--- src/rtl/frame_receiver_if.sv ---
// Byte link into the frame receiver and payload stream out of it.
// The slave modport is the receiver side; the master modport drives bytes
// into the receiver and consumes its payload stream.
interface frame_receiver_if;
  logic [7:0] in_data;
  logic       in_valid;
  logic [7:0] out_data;
  logic       out_valid;
  logic       out_first;
  logic       out_last;
  logic [7:0] length_out;
  logic       frame_done;
  logic       frame_err;
  logic       busy;

  modport master (
    output in_data, in_valid,
    input  out_data, out_valid, out_first, out_last,
    input  length_out, frame_done, frame_err, busy
  );

  modport slave (
    input  in_data, in_valid,
    output out_data, out_valid, out_first, out_last,
    output length_out, frame_done, frame_err, busy
  );
endinterface

--- src/rtl/frame_receiver.sv ---
// Receive-side parser for header/length/payload byte framing.
// Hunts for the header byte, captures the length byte, then streams out
// exactly that many payload bytes with first/last markers. Bad lengths and
// stalled frames raise a one-cycle error and return to header hunting.
module frame_receiver #(
  parameter logic [7:0] HEADER  = 8'hA5,
  parameter int         MAX_LEN = 64,
  parameter int         TIMEOUT = 255
) (
  input  logic              clk,
  input  logic              arst,
  frame_receiver_if.slave   bus
);

  typedef enum logic [1:0] {
    S_HUNT = 2'b00,
    S_LEN  = 2'b01,
    S_DATA = 2'b10
  } state_t;

  localparam logic [7:0]  MAX_LEN_B  = 8'(MAX_LEN);
  localparam logic [15:0] IDLE_LIMIT = 16'(TIMEOUT - 1);

  state_t      state_q, state_d;
  logic [7:0]  remaining_q, remaining_d;
  logic [7:0]  length_q, length_d;
  logic [7:0]  data_q, data_d;
  logic [15:0] idle_q, idle_d;
  logic        valid_q, valid_d;
  logic        first_q, first_d;
  logic        last_q, last_d;
  logic        err_q, err_d;
  logic        timeout_hit;

  // The idle counter reaches its limit on the TIMEOUT-th consecutive idle
  // cycle; a valid byte that cycle clears it instead.
  assign timeout_hit = !bus.in_valid && (idle_q == IDLE_LIMIT);

  // Next-state and next-output decode for the framing FSM.
  always_comb begin
    // NOTE: every variable gets a default before the case so no path can
    // leave one unassigned and infer a latch.
    state_d     = state_q;
    remaining_d = remaining_q;
    length_d    = length_q;
    data_d      = data_q;
    idle_d      = idle_q;
    valid_d     = 1'b0;
    first_d     = 1'b0;
    last_d      = 1'b0;
    err_d       = 1'b0;

    unique case (state_q)
      S_HUNT: begin
        idle_d = '0;
        if (bus.in_valid && bus.in_data == HEADER) state_d = S_LEN;
      end

      S_LEN: begin
        if (bus.in_valid) begin
          idle_d = '0;
          if (bus.in_data == 8'd0 || bus.in_data > MAX_LEN_B) begin
            err_d   = 1'b1;
            state_d = S_HUNT;
          end else begin
            length_d    = bus.in_data;
            remaining_d = bus.in_data;
            state_d     = S_DATA;
          end
        end else if (timeout_hit) begin
          err_d   = 1'b1;
          idle_d  = '0;
          state_d = S_HUNT;
        end else begin
          idle_d = idle_q + 16'd1;
        end
      end

      S_DATA: begin
        if (bus.in_valid) begin
          // Header-valued bytes here are payload; only the count ends a frame.
          idle_d      = '0;
          data_d      = bus.in_data;
          valid_d     = 1'b1;
          first_d     = (remaining_q == length_q);
          last_d      = (remaining_q == 8'd1);
          remaining_d = remaining_q - 8'd1;
          if (remaining_q == 8'd1) state_d = S_HUNT;
        end else if (timeout_hit) begin
          err_d   = 1'b1;
          idle_d  = '0;
          state_d = S_HUNT;
        end else begin
          idle_d = idle_q + 16'd1;
        end
      end

      default: begin
        // Unused encoding: fall back to hunting with clean counters.
        state_d     = S_HUNT;
        idle_d      = '0;
        remaining_d = '0;
      end
    endcase
  end

  // State, counters and registered outputs; reset drops any frame silently.
  always_ff @(posedge clk) begin
    // NOTE: sequential state uses non-blocking assignments so every flop
    // samples pre-edge values regardless of statement order.
    if (arst) begin
      state_q     <= S_HUNT;
      remaining_q <= '0;
      length_q    <= '0;
      data_q      <= '0;
      idle_q      <= '0;
      valid_q     <= 1'b0;
      first_q     <= 1'b0;
      last_q      <= 1'b0;
      err_q       <= 1'b0;
    end else begin
      state_q     <= state_d;
      remaining_q <= remaining_d;
      length_q    <= length_d;
      data_q      <= data_d;
      idle_q      <= idle_d;
      valid_q     <= valid_d;
      first_q     <= first_d;
      last_q      <= last_d;
      err_q       <= err_d;
    end
  end

  assign bus.out_data   = data_q;
  assign bus.out_valid  = valid_q;
  assign bus.out_first  = first_q;
  assign bus.out_last   = last_q;
  assign bus.frame_done = last_q;
  assign bus.frame_err  = err_q;
  assign bus.length_out = length_q;
  assign bus.busy       = (state_q == S_LEN) || (state_q == S_DATA);

endmodule

--- src/flat_wrapper.sv ---
// flat-port wrapper written by rule: the top's interface ports become plain ports
module frame_receiver_flat 
#(
  parameter logic [7:0] HEADER  = 8'hA5,
  parameter int         MAX_LEN = 64,
  parameter int         TIMEOUT = 255
)
  (clk, arst, bus_in_data, bus_in_valid, bus_out_data, bus_out_valid, bus_out_first, bus_out_last, bus_length_out, bus_frame_done, bus_frame_err, bus_busy);
  frame_receiver_if bus_i ();
  input  logic clk;
  input  logic arst;
  input wire logic [$bits(bus_i.in_data)-1:0] bus_in_data;
  input wire logic [$bits(bus_i.in_valid)-1:0] bus_in_valid;
  output wire logic [$bits(bus_i.out_data)-1:0] bus_out_data;
  output wire logic [$bits(bus_i.out_valid)-1:0] bus_out_valid;
  output wire logic [$bits(bus_i.out_first)-1:0] bus_out_first;
  output wire logic [$bits(bus_i.out_last)-1:0] bus_out_last;
  output wire logic [$bits(bus_i.length_out)-1:0] bus_length_out;
  output wire logic [$bits(bus_i.frame_done)-1:0] bus_frame_done;
  output wire logic [$bits(bus_i.frame_err)-1:0] bus_frame_err;
  output wire logic [$bits(bus_i.busy)-1:0] bus_busy;
  assign bus_i.in_data = bus_in_data;
  assign bus_i.in_valid = bus_in_valid;
  assign bus_out_data = bus_i.out_data;
  assign bus_out_valid = bus_i.out_valid;
  assign bus_out_first = bus_i.out_first;
  assign bus_out_last = bus_i.out_last;
  assign bus_length_out = bus_i.length_out;
  assign bus_frame_done = bus_i.frame_done;
  assign bus_frame_err = bus_i.frame_err;
  assign bus_busy = bus_i.busy;
  frame_receiver #(.HEADER(HEADER), .MAX_LEN(MAX_LEN), .TIMEOUT(TIMEOUT)) u_core (.clk(clk), .arst(arst), .bus(bus_i));
endmodule
--- config.mk ---
export PLATFORM = sky130hd
export DESIGN_NAME = frame_receiver_flat
export DESIGN_NICKNAME = d
export VERILOG_FILES = /design/src/rtl/frame_receiver_if.sv /design/src/rtl/frame_receiver.sv /design/src/flat_wrapper.sv
export SDC_FILE = /design/constraint.sdc
export NUM_CORES = 1
export LEC_CHECK = 0
export CAP_MARGIN = 10
export CORE_UTILIZATION = 54
export CTS_CLUSTER_SIZE = 20
export DETAILED_ROUTE_END_ITERATION = 16
export PLACE_DENSITY = 0.83
export SKIP_CTS_REPAIR_TIMING = 1
export SYNTH_ARGS = -nofsm -noshare
export SYNTH_HDL_FRONTEND = slang
export SYNTH_SLANG_ARGS = --single-unit
--- constraint.sdc ---
create_clock -name clk -period 2.3 [get_ports clk]
set_clock_uncertainty 0.1 [all_clocks]
set_input_delay 0.575 -clock clk [delete_from_list [all_inputs] [get_ports clk]]
set_output_delay 0.575 -clock clk [all_outputs]
set_load 0.02 [all_outputs]
# == After elaboration in Yosys (flattened, before gate mapping) ==
# Index checks and enable logic that the tools add are counted.
# word_totals
mem_count,0
latch_bits,0
ram_bits,0
word_cells,60
output_inout_bits,22
rom_bits,0
register_bits,46
inputBits,11
# classes
add_sub_neg,2
eq_ne,11
n_reduce_logical,15
n_shift,0
n_bitwise,5
div,0
mux,17
n_lt_le_gt_ge,1
n_mul,0
# ops
operator,n
8-bit two-way mux,3
8-bit one-hot mux with 3 select lines,1
16-bit by 1-bit adder with 16-bit output (second input constant),1
16-bit by 8-bit equality test with 1-bit output (second input constant),1
2-bit two-way mux,6
8-bit by 1-bit equality test with 1-bit output (second input constant),1
8-bit equality test,1
8-bit equality test (second input constant),1
8-bit by 7-bit > comparator with 1-bit output (second input constant),1
8-bit zero test,1
8-bit by 1-bit subtractor with 8-bit output (second input constant),1
2-bit != test (second input constant),3
2-bit one-hot mux with 3 select lines,1
1-bit two-way mux,5
1-bit NOT,5
2-bit AND reduction,2
4-bit AND reduction,1
2-bit OR reduction,2
4-bit OR reduction,1
3-bit by 2-bit != test with 1-bit output (second input constant),1
3-bit AND reduction,1
3-bit OR reduction,1
2-bit by 1-bit equality test with 1-bit output (second input constant),1
2-bit equality test (second input constant),1
other kinds (6),8

# == Logic depth before layout (Yosys ltp) ==
# logic_depth
ltp_word,5
mapped_depth,9
ltp_nobuf,7

# == Worst setup path before layout ==
# OpenSTA, ideal clock, no wires.
# synth_path
path_type,input to register
from,input port bus_in_data[1]
to,"register u_core.length_q[0], in the netlist u_core.bus.length_out[0]"
setup_slack_ns,0.319
t_arrival_ns,1.755
path_stages,5
path_cell_list,nor3_2 -> nand3_2 -> a211oi_4 -> mux2i_1 -> nor2_1
# synth_between
elab_chain_cells,4
word_cells_on_any_way,5
# synth_lines
item,line,source
"start, declared",flat_wrapper.sv:12,input wire logic [$bits(bus_i.in_data)-1:0] bus_in_data;
8-bit by 7-bit > comparator with 1-bit output / 8-bit zero test (equally long branches),frame_receiver.sv:62,if (bus.in_data == 8'd0 || bus.in_data > MAX_LEN_B) begin
1-bit logical OR (*),frame_receiver.sv:62,
1-bit NOT (no line) (*),-,
3-bit AND reduction (no line) (*),-,
"end signal, assigned",frame_receiver.sv:124,length_q <= length_d;
"end, declared",frame_receiver.sv:26,"logic [7:0] length_q, length_d;"
# Mark *: on every way between the ends. The rest lies on a longest branch, timed or not.
# A chain may end at the register's enable or synchronous reset.

# == Worst setup path after layout ==
# layout_path
from,input port bus_in_data[5]
to,"register u_core.length_q[2], in the netlist u_core.bus.length_out[2]"
# The elaborated chain is that of the path after synthesis.

==> impl_results.md <==
- Worst-margin pin slew: 662 ps
- Placement Cell Area: about 2800 µm²
- Fraction of layout cells with a size suffix above 1: 0.130
- Pre-CTS setup slack: -530 ps
- Via count: about 2100
- Clock Tree Root: clkbuf_8
- Htree depth: 2
- Final instance area: ~2900 µm²
- Die Wd: 67.0 µm
- Post-synthesis register bit count: between 40 and 50
- Clock Power Share: 0.322
- RSZ-0062 raised after global routing: true
- Register area share after synthesis: 0.404
- HPWL after DPL: 4000 µm
- DRT iter0 DRCs: 223
- Worst EP arrival: 2340 ps
- Met1 Routed Length: 2560 µm
- Pleak: between 0.001 and 0.0015 µW
- Critical path's slowest cell: clkdlybuf4s50_1
- Power Density: about 490 nW/µm²
- Setup TNS: 0 ps
- Crit path largest cell delay: 580 ps
- Final GP Congestion: 0.859
- Rows: 23
- Antenna violations before repair: 0
- Tcrit/Tclk final: 0.983
- Sequential share of power: 0.562
- Hold_ws: 359 ps
- Top Metal Used: met4
- Tmin final: around 2300 ps
- Final Hold Vio Count: 0
- Vias in the first global route: 1900
- Fmax: 442 MHz
- Synthesized cell area: 2280 µm²
- Critical Path Start: bus_in_data[5]
- WL/cell: about 15 µm
- Most frequent cells in the layout: dfxtp_1, nand2_1, nor2_1, clkdlybuf4s50_1, buf_4
- Antenna diode count: 0
- CTS sink cnt: 46
- Vias/cell: 5.63
- Cell-by-cell trace of the critical path: clkdlybuf4s50_1 -> nor3_4 -> buf_4 -> a21o_2 -> a211oi_4 -> buf_12 -> mux2i_2 -> nor2_1
- IO Count: 33
- Combinational Power Share: 0.116
- Internal: 1080 µW
- Outcome: complete, no violations
- Final antenna-violating net count: 0
- Setup crit start kind: input pin
- CP Capture Type: flop
- Setup-failing EPs final: 0
- Hold Startpoint: u_core.bus.out_data[5]
- Die Y: 67.0 µm
- Synth warn: 0
- Net Count, Synth: 283
- Max-Cap Viols: 0
- Mean post-synth cell area: 8.64 µm²
- Worst skew pair latency: 290 ps
- Slew Limit Fails: 0
- Fin nets: 335
- Min-delay worst type: flop to flop
- Net Sw Frac: 0.241
- Critical R2R Launch: u_core.state_q[1]
- CTS tree: done
- Synth unique cells: 45
- Largest net degree at the start of global routing: 31
- Drt total wl: 5430 µm
- NetSw: 344 µW
- CTS buffer count: 5
- First-pass GRT wire length: 8890 µm
- Area Growth Syn to Fin: 27.5%
- Initial Util: 0.566
- Pre-antenna DRT Iters: 4
- Die footprint: 4490 µm²
- Clk buf depth: 2
- PnR worst setup slack: 39.2 ps
- Synth Instances: 264
- GRT overflow: 0
- Crit-path max FO: 9
- CP Class: input pin to flop
- Worst IR Drop VDD: 0.000298 V
- All-layer global routing usage: 0.268
- Max-slew headroom: 0.556
- Met3 WL: 282 µm
- Core Footprint: 4030 µm²
- PortBufs: 32
- Metal2 WL: around 2500 µm
- Worst-path clk slew: 80 ps
- Most common cell after layout, fill and taps aside: dfxtp_1
- Residual DRC: 0
- Critical Path RT: 2380 ps
-- state kept, by name, summed over array words and instances (netlist names) --
name	flops
u_core.idle_q	16
u_core.bus.length_out	8
u_core.bus.out_data	8
u_core.remaining_q	8
u_core.state_q	2
u_core.bus.frame_done	1
u_core.bus.frame_err	1
u_core.bus.out_first	1
u_core.bus.out_valid	1
-- area by class of cell --
| class | count | area [µm²] |
|---|---|---|
| multi-input combinational | 200 | 1290 |
| tap | 50 | 62.6 |
| clock buffer | 7 | 76.3 |
| sequential | 46 | 921 |
| fill | 307 | 1120 |
| timing repair buffer | 57 | 538 |
| inverter | 6 | 22.5 |
-- power by group through the flow --
| stage | logic [µW] | registers, µW | clock network (µW) |
|---|---|---|---|
| after global routing | 178 | 803 | 504 |
| after floorplan | 75.2 | 822 | 0 |
| after global placement | 156 | 821 | 0 |
| after detailed placement | 159 | 821 | 0 |
| after CTS | 160 | 802 | 470 |
| final | 166 | 802 | 460 |
-- metrics by stage --
| stage | std cells | utilization | total power, µW |
|---|---|---|---|
| 2_1_floorplan | 264 | - | 897 |
| 3_3_place_gp | 359 | 0.697 | 977 |
| 3_5_place_dp | 359 | 0.697 | 980 |
| 4_1_cts | 366 | 0.716 | 1430 |
| 5_1_grt | 366 | 0.722 | 1480 |
| 6_report | 366 | 0.722 | 1430 |
-- final timing paths --
check                              to  slack (ps)  depth (start not counted)
max          u_core.bus.length_out[2]          40                          8
min            u_core.bus.out_data[5]         360                          2
max reg2reg     u_core.remaining_q[1]         290                          7
min reg2reg    u_core.bus.out_data[5]         360                          2
-- critical path: cells and delay by family --
family / cells / cell delay (ps)
buf+inv: 3 / 900
simple gates: 2 / 130
compound gates: 2 / 510
mux: 1 / 220
-- per-layer routing --
layer  track usage  up-vias
met2         0.393       65
met3        0.0565       11
met1         0.383      979
met5             0        -
met4        0.0904        0
li1              -     1006
-- logic make-up (layout without fill, tap and decap cells) --
kind of cell             after synthesis  count (layout)  synth area share
AND/OR/NAND/NOR                      121             121             0.267
adder cells (fa/ha/maj)                8               8            0.0439
flip-flops                            46              46             0.404
XOR/XNOR                              27              27             0.104
multiplexers                           7               7            0.0307
buffers and inverters                 18              70            0.0406
AO/OA/AOI/OAI                         37              37             0.110
-- cells in the mapped netlist, drive strengths merged --
master | number | area, µm²
nor2 | 31 | 116
inv | 6 | 22.5
and3 | 3 | 18.8
dlymetal6s2s | 1 | 12.5
or4 | 1 | 7.51
o21bai | 2 | 15.0
a22o | 2 | 17.5
o21ai | 3 | 15.0
mux2i | 7 | 70.1
nor3b | 3 | 22.5
and2 | 5 | 31.3
ha | 8 | 100
a211oi | 2 | 27.5
and4 | 2 | 18.8
o21ba | 1 | 10.0
nand4 | 5 | 31.3
nor4 | 4 | 31.3
xnor2 | 12 | 105
o31ai | 4 | 30.0
or2 | 2 | 12.5
nand2 | 37 | 139
nand3 | 8 | 45.0
and4b | 1 | 10.0
buf | 2 | 12.5
nand3b | 4 | 30.0
a22oi | 4 | 30.0
a21o | 1 | 8.76
xor2 | 15 | 131
or3 | 2 | 12.5
a21oi | 16 | 80.1
nor4b | 1 | 8.76
nand2b | 3 | 18.8
nor3 | 9 | 55.1
dfxtp | 46 | 921
o32ai | 2 | 17.5
clkbuf | 9 | 45.0
(Power assumes the default switching activity.)
